**src/rtl/btn_sw_input_capture.sv**
```systemverilog
// ---------------------------------------------------------------------------
// btn_sw_input_capture
//
// User-facing front end of the ALU board. The 16 slide switches and 3 push
// buttons are brought into the clk domain through 2-flop synchronisers. Each
// button is debounced by its own small FSM, and every accepted press becomes
// a single-cycle registered pulse. The pulses drive the registered ALU
// controls:
//   btn_pulse[0] : capture OpX <= switches[7:0], OpY <= switches[15:8]
//   btn_pulse[1] : step {sel,Cin} through 00 -> 01 -> 10 -> 11 -> 00
//   btn_pulse[2] : toggle the seven-segment digit-group select
//
// Ports
//   clk        in   1   system clock, all state on the rising edge
//   rst        in   1   synchronous active-high reset
//   Sw         in   16  raw slide switches (asynchronous)
//   Btn        in   3   raw push buttons, active-high (asynchronous)
//   OpX        out  8   latched operand X
//   OpY        out  8   latched operand Y
//   Cin        out  1   carry/borrow-in to the ALU
//   sel        out  1   1 = subtractor result, 0 = adder result
//   ss_sel     out  1   seven-segment digit-group select
//   btn_pulse  out  3   one-cycle pulse per accepted press
//
// Parameters
//   DEBOUNCE_CYCLES  cycles a button level must stay constant (min 2)
//   CNT_W            debounce counter width, 2**CNT_W > DEBOUNCE_CYCLES
// ---------------------------------------------------------------------------
module btn_sw_input_capture #(
    parameter int DEBOUNCE_CYCLES = 1000000,
    parameter int CNT_W           = 20
) (
    input  logic        clk,
    input  logic        rst,
    input  logic [15:0] Sw,
    input  logic [2:0]  Btn,
    output logic [7:0]  OpX,
    output logic [7:0]  OpY,
    output logic        Cin,
    output logic        sel,
    output logic        ss_sel,
    output logic [2:0]  btn_pulse
);

    // Terminal count: the level has been stable for DEBOUNCE_CYCLES cycles
    // once the counter (started at 0 on entry) reads DEBOUNCE_CYCLES-1.
    localparam logic [CNT_W-1:0] CNT_LAST = CNT_W'(DEBOUNCE_CYCLES - 1);
    localparam logic [CNT_W-1:0] CNT_ZERO = {CNT_W{1'b0}};
    localparam logic [CNT_W-1:0] CNT_ONE  = CNT_W'(1);

    typedef enum logic [1:0] {
        ST_IDLE       = 2'd0,
        ST_PRESS_WAIT = 2'd1,
        ST_HELD       = 2'd2,
        ST_REL_WAIT   = 2'd3
    } db_state_t;

    // Synchroniser stages
    logic [15:0] sw_meta_r;
    logic [15:0] sw_sync_r;
    logic [2:0]  btn_meta_r;
    logic [2:0]  btn_sync_r;

    // Debounce state, one entry per button
    db_state_t        state_r   [3];
    db_state_t        state_nxt_s [3];
    logic [CNT_W-1:0] cnt_r     [3];
    logic [CNT_W-1:0] cnt_nxt_s [3];
    logic [2:0]       pulse_r;
    logic [2:0]       pulse_nxt_s;

    // ALU control registers
    logic [7:0] opx_r;
    logic [7:0] opy_r;
    logic [1:0] alu_mode_r;    // {sel, Cin}
    logic       ss_sel_r;

    // Two-flop synchronisers for the switches and the buttons
    always_ff @(posedge clk) begin
        if (rst) begin
            sw_meta_r  <= 16'h0000;
            sw_sync_r  <= 16'h0000;
            btn_meta_r <= 3'b000;
            btn_sync_r <= 3'b000;
        end else begin
            sw_meta_r  <= Sw;
            sw_sync_r  <= sw_meta_r;
            btn_meta_r <= Btn;
            btn_sync_r <= btn_meta_r;
        end
    end

    for (genvar gi = 0; gi < 3; gi++) begin : g_debounce

        // Debounce next-state logic; the pulse is raised on the edge that
        // moves PRESS_WAIT into HELD so it appears in the following cycle.
        always_comb begin
            state_nxt_s[gi] = state_r[gi];
            cnt_nxt_s[gi]   = cnt_r[gi];
            pulse_nxt_s[gi] = 1'b0;
            case (state_r[gi])
                ST_IDLE: begin
                    if (btn_sync_r[gi]) begin
                        cnt_nxt_s[gi]   = CNT_ZERO;
                        state_nxt_s[gi] = ST_PRESS_WAIT;
                    end else begin
                        state_nxt_s[gi] = ST_IDLE;
                    end
                end
                ST_PRESS_WAIT: begin
                    if (!btn_sync_r[gi]) begin
                        state_nxt_s[gi] = ST_IDLE;
                    end else if (cnt_r[gi] == CNT_LAST) begin
                        state_nxt_s[gi] = ST_HELD;
                        pulse_nxt_s[gi] = 1'b1;
                    end else begin
                        cnt_nxt_s[gi] = cnt_r[gi] + CNT_ONE;
                    end
                end
                ST_HELD: begin
                    if (!btn_sync_r[gi]) begin
                        cnt_nxt_s[gi]   = CNT_ZERO;
                        state_nxt_s[gi] = ST_REL_WAIT;
                    end else begin
                        state_nxt_s[gi] = ST_HELD;
                    end
                end
                ST_REL_WAIT: begin
                    if (btn_sync_r[gi]) begin
                        state_nxt_s[gi] = ST_HELD;
                    end else if (cnt_r[gi] == CNT_LAST) begin
                        state_nxt_s[gi] = ST_IDLE;
                    end else begin
                        cnt_nxt_s[gi] = cnt_r[gi] + CNT_ONE;
                    end
                end
                default: begin
                    // Unreachable encoding: recover to a safe idle state
                    state_nxt_s[gi] = ST_IDLE;
                    cnt_nxt_s[gi]   = CNT_ZERO;
                end
            endcase
        end

        // Debounce state, counter and pulse registers
        always_ff @(posedge clk) begin
            if (rst) begin
                state_r[gi] <= ST_IDLE;
                cnt_r[gi]   <= CNT_ZERO;
                pulse_r[gi] <= 1'b0;
            end else begin
                state_r[gi] <= state_nxt_s[gi];
                cnt_r[gi]   <= cnt_nxt_s[gi];
                pulse_r[gi] <= pulse_nxt_s[gi];
            end
        end
    end

    // ALU control registers; every pulse acts independently in its cycle
    always_ff @(posedge clk) begin
        if (rst) begin
            opx_r      <= 8'h00;
            opy_r      <= 8'h00;
            alu_mode_r <= 2'b00;
            ss_sel_r   <= 1'b0;
        end else begin
            if (pulse_r[0]) begin
                opx_r <= sw_sync_r[7:0];
                opy_r <= sw_sync_r[15:8];
            end
            if (pulse_r[1]) begin
                alu_mode_r <= alu_mode_r + 2'b01;
            end
            if (pulse_r[2]) begin
                ss_sel_r <= ~ss_sel_r;
            end
        end
    end

    assign OpX       = opx_r;
    assign OpY       = opy_r;
    assign sel       = alu_mode_r[1];
    assign Cin       = alu_mode_r[0];
    assign ss_sel    = ss_sel_r;
    assign btn_pulse = pulse_r;

endmodule
```
**config.mk**
```make
export PLATFORM = sky130hd
export DESIGN_NAME = btn_sw_input_capture
export DESIGN_NICKNAME = d
export VERILOG_FILES = /design/src/rtl/btn_sw_input_capture.sv
export SDC_FILE = /design/constraint.sdc
export NUM_CORES = 1
export LEC_CHECK = 0
export CAP_MARGIN = 0
export CORE_ASPECT_RATIO = 0.6
export CORE_MARGIN = 5
export CORE_UTILIZATION = 25
export CTS_CLUSTER_DIAMETER = 120
export DETAILED_ROUTE_END_ITERATION = 8
export GPL_ROUTABILITY_DRIVEN = 0
export HOLD_SLACK_MARGIN = 0.06
export SLEW_MARGIN = 10
export SYNTH_ARGS = -nofsm -noshare
export SYNTH_HDL_FRONTEND = slang
export SYNTH_SLANG_ARGS = --single-unit
```
**constraint.sdc**
```tcl
create_clock -name clk -period 2.8 [get_ports clk]
set_clock_uncertainty 0.2 [all_clocks]
set_input_delay 0.56 -clock clk [delete_from_list [all_inputs] [get_ports clk]]
set_output_delay 0.56 -clock clk [all_outputs]
set_load 0.005 [all_outputs]
```
-- Word level (Yosys, flattened, before mapping)
Memory sizes are Yosys's and may differ from the RTL's.
Cells that the tools add are included.
- memories kept: 2
- output and inout bits: 22
- register bits: 60
- input port bits: 21
- logic and storage cells: 99
- RAM bits: 66
- memory list (memory ; depth ; bits a word ; read ports ; clocked after memory_dff ; wr ports ; RTL line ; RTL):
    cnt_r ; 3 ; 20 ; 3 ; 0 ; 3 ; 67 ; logic [CNT_W-1:0] cnt_r [3];
    state_r ; 3 ; 2 ; 3 ; 0 ; 3 ; 65 ; db_state_t state_r [3];
- muxes and demuxes: 51
- eq/ne operators: 12
- reduce and logical (&&, ||, !) cells: 6
- bitwise gates (word level): 13
- add/subtract/negate cells: 4
- operators by type and width (kind ; count):
    20-bit 2-to-1 mux ; 18
    20-bit one-hot mux with 4 select lines ; 3
    20-bit by 1-bit adder with 20-bit output, second input constant ; 3
    20-bit == test, second input constant ; 3
    2-bit 2-to-1 mux ; 15
    2-bit one-hot mux with 4 select lines ; 3
    2-bit == test, second input constant ; 6
    1-bit 2-to-1 mux ; 12
    3-bit OR reduction ; 3
    1-bit NOT ; 7
    2-bit by 1-bit == test with 1-bit output, second input constant ; 3
    2-bit zero test ; 3
    1-bit OR ; 6
    2-bit by 1-bit adder with 2-bit output, second input constant ; 1

-- Logic depth before layout (Yosys ltp)
An unclocked memory read counts as a cell.
- depth after elaboration: 6
- gate-level depth with buffers: 7
- mapped depth without buffers: 6

-- Worst setup path after synthesis
Ideal clock, no wire load.
- path kind: flip-flop to flip-flop
- start: mem cnt_r[0][6]
- end: mem cnt_r[0][2]
- data required time: 2.486 ns
- setup time: 0.114 ns
- clock period less this slack: 2.214 ns
- path slack: 0.586 ns
- stages on the path, launching flop included: 7
- buffers on the path: 1
- data arrival time: 1.900 ns
- cells stage by stage: dfxtp_1 or4_1 or4_4 buf_6 o211ai_1 xor2_1 nor2_1
- RTL lines (element ; RTL line):
    start: declaration ; 67

==> flow_metrics.py <==
metrics = {
    "synth": {
        "async_reset_ff_share_pct": 0,
        "synth_edf_count": 0,
        "ys_top_cells_by_area": "dfxtp_1, nor2_1, nor2b_1, mux2i_1, xor2_1",
        "yosysWarnings": 0,
        "synth_top_family_by_area": "simple AND/OR/NAND/NOR gates",
        "synth.top_cell.area_share_pct": 49.9,
        "ys_seq_area_share_pct": 49.9,
        "syn-num-nets": 572,
        "ys.flop_type": "dfxtp_1",
        "synth.most_common_cell": "dfxtp_1",
        "synth_mux_area_share_pct": 3.76,
        "post_synth.cell_area_avg_sq_um": 9.22,
        "synthSimpleGateAreaFrac_pct": 29.0,
        "synth_cell_types": 50,
        "syn_area_sq_um": 5050,
        "synthAdderAreaFrac_pct": 0.743,
        "synth_xor_area_share_pct": 6.07,
        "synth_area_leader_cell": "dfxtp_1",
        "synth_compound_area_share_pct": 8.34,
        "synth_common_cells": "dfxtp_1, nor2_1, nor2b_1, nand2_1, a21oi_1",
        "yosys_register_bits": 126,
        "syn_inst": 548,
    },
    "global_routing": {
        "grt_max_degree": 78,
        "grt_pass1_vias": 3658,
        "track_usage_pct": 9.50,
        "grt-ovfl-total": 0,
        "grt_antenna_before_repair": 0,
        "grt_pass1_wl_microns": 18400,
    },
    "power_and_ir_drop": {
        "total_power_uw": 4120,
        "powerDensity_nw_per_um2": 646,
        "ir_drop_uv": 448,
        "p_leak_uw": 0.00209,
    },
    "detailed_routing": {
        "drtPass1Iterations": 5,
        "dr.first_iter.drc_count": 218,
        "drc": 0,
        "routed_wl_microns": 10700,
        "routed-via-count": 3910,
        "vias_per_cell": 4.43,
        "ant_nets": 0,
        "wl_per_cell_microns": 12.1,
    },
    "timing": {
        "worst_slack_ps": 412,
        "setup_viol": 0,
        "worstMarginPinSlew_ps": 807,
        "grt_setup_unrepaired": "false",
        "finalHoldViolations": 0,
        "tns_ps": 0,
        "fin_crit_ps": 2390,
        "maxSlewHeadroom_pct": 45.8,
        "timing.fmax_mhz": 419,
        "drv_slew": 0,
        "period_share_pct": 85.3,
    },
    "floorplan": {
        "placementRows": 40,
        "die_y_microns": 120,
        "die_w_microns": 194,
        "floorplan.initialDensity_pct": 25.4,
        "core_area_sq_um": 19900,
        "dieArea_sq_um": 23300,
        "ios": 43,
    },
    "placed_design": {
        "preCtsSetupSlack_ps": 472,
        "port_buffers": 42,
        "hpwlAfterDp_microns": 7230,
    },
    "clocking": {
        "post_cts_buffers": 0,
        "cts.sinks": 126,
        "clockRootBuffer": "clkbuf_16",
        "cts_buffers": 17,
        "cts_tree": "yes",
        "cts_resized": 0,
        "postCtsHoldBufs": 0,
        "insertion_delay_ps": 410,
        "ctsHtreeMaxLevel": 4,
        "cts_buffer_depth": 2,
        "clk_pin_slew_ps": 60,
    },
    "worst_setup_path": {
        "r2r_end": "cnt_r[2][15]$_SDFFE_PP0P_",
        "worstReg2RegStart": "cnt_r[2][0]$_SDFFE_PP0P_",
        "critPathMaxFanout": 18,
        "crit_required_ps": 2930,
        "reg2reg_slack_ps": 410,
        "ff2ff_path_depth": 6,
        "start_kind": "flip-flop",
        "cp-end-kind": "flip-flop",
        "cp.arrival_ps": 2520,
        "criticalPathCategory": "reg2reg",
    },
    "final_layout": {
        "n_antenna_cell": 0,
        "fillerInstances": 2082,
        "drive_gt1_share_pct": 9.02,
        "syn2layout_area_growth_pct": 26.3,
        "nNetsFinal": 621,
    },
    "min_path": {
        "min-delay-start": "sw_meta_r[2]$_SDFF_PP0_",
        "hold_depth": 1,
        "hp-class": "reg2reg",
        "holdPathEnd": "sw_sync_r[2]$_SDFF_PP0_",
    },
    "status": {
        "status": "finished, final reports clean",
    },
    "job": {
        "cap_violations": 0,
    },
}
[state kept, by name, indices dropped and copies added (netlist names), named ones only]
register / count
OpX: 8
OpY: 8
alu_mode_r: 2
btn_meta_r: 3
btn_pulse: 3
btn_sync_r: 3
cnt_r: 60
ss_sel: 1
state_r: 3
sw_meta_r: 16
sw_sync_r: 16
[where the power goes]
group | internal [uW] | switching [uW] | total [uW]
logic | 50.5 | 54.5 | 105
registers | 1820 | 7.59 | 1830
clock network | 1270 | 922 | 2190
[cell type report]
type                       instances  area [sq um]  area share (%)
tap                              273           342            5.35
clock inverter                    15           168            2.63
sequential                       126          2520            39.5
inverter                           5          18.8           0.294
multi-input combinational        397          2420            37.9
timing repair buffer              50           488            7.64
clock buffer                      17           425            6.66
[worst max-delay path by stage]
stage | slack [ps] | end | cells past startpoint | from
detailed placement | 470 | cnt_r[2][15]$_SDFFE_PP0P_ | 6 | cnt_r[2][0]$_SDFFE_PP0P_
CTS | 460 | cnt_r[2][11]$_SDFFE_PP0P_ | 6 | cnt_r[2][0]$_SDFFE_PP0P_
global route | 170 | cnt_r[2][11]$_SDFFE_PP0P_ | 6 | cnt_r[2][0]$_SDFFE_PP0P_
floorplan | 590 | cnt_r[0][2]$_SDFFE_PP0P_ | 6 | cnt_r[0][6]$_SDFFE_PP0P_
global placement | 530 | cnt_r[0][4]$_SDFFE_PP0P_ | 5 | cnt_r[0][6]$_SDFFE_PP0P_
finish | 410 | cnt_r[2][15]$_SDFFE_PP0P_ | 6 | cnt_r[2][0]$_SDFFE_PP0P_
[per-stage QoR]
stage                     cells  hold slack (ps)  instance area [sq um]  utilization [%]
after floorplan             548              214                   5050                -
after global placement      851              215                   5790             29.1
after detailed placement    851              223                   5790             29.1
after CTS                   883              238                   6380             32.1
after global routing        883              247                   6380             32.1
final                       883              234                   6380             32.1
[worst max-delay path, cell delays in order (launching register included)]
cell and delay [ps]:
dfxtp_1 400, ha_1 200, nand3_1 180, nor4_1 470
a21o_1 540, o21ai_0 180, a21oi_1 140
[layer usage]
| metal | vias to the layer above | share of wire, % | global-route usage [%] |
|---|---|---|---|
| met5 | - | 0 | 0 |
| met4 | 0 | 1.1 | 2.79 |
| met3 | 14 | 5.4 | 3.59 |
| met2 | 58 | 38 | 12.6 |
| met1 | 1805 | 55 | 14.0 |
| li1 | 2033 | - | - |
[kinds of logic (layout without fill, tap and decap cells)]
family | count (synthesis) | count (layout)
AO/OA/AOI/OAI | 73 | 73
buffers and inverters | 25 | 87
AND/OR/NAND/NOR | 267 | 267
adder cells (fa/ha/maj) | 3 | 3
multiplexers | 19 | 19
XOR/XNOR | 35 | 35
flip-flops | 126 | 126
[cells in the final DEF (no fill, tap or decap), types with 6 or more instances in the layout]
master	Yosys	layout
dfxtp_1	126	126
nor2_1	66	66
clkdlybuf4s50_1	0	41
nor2b_1	39	39
nand2_1	30	30
a21oi_1	28	28
nand3_1	27	27
o21ai_0	22	22
or3_1	22	22
xor2_1	20	20
nand4_1	19	19
mux2i_1	19	19
clkbuf_16	0	17
xnor2_1	15	15
nor3_1	9	9
nor4_1	9	9
buf_4	0	7
and3_1	6	6
inv_6	0	6
Power figures use the tool's default switching activity.
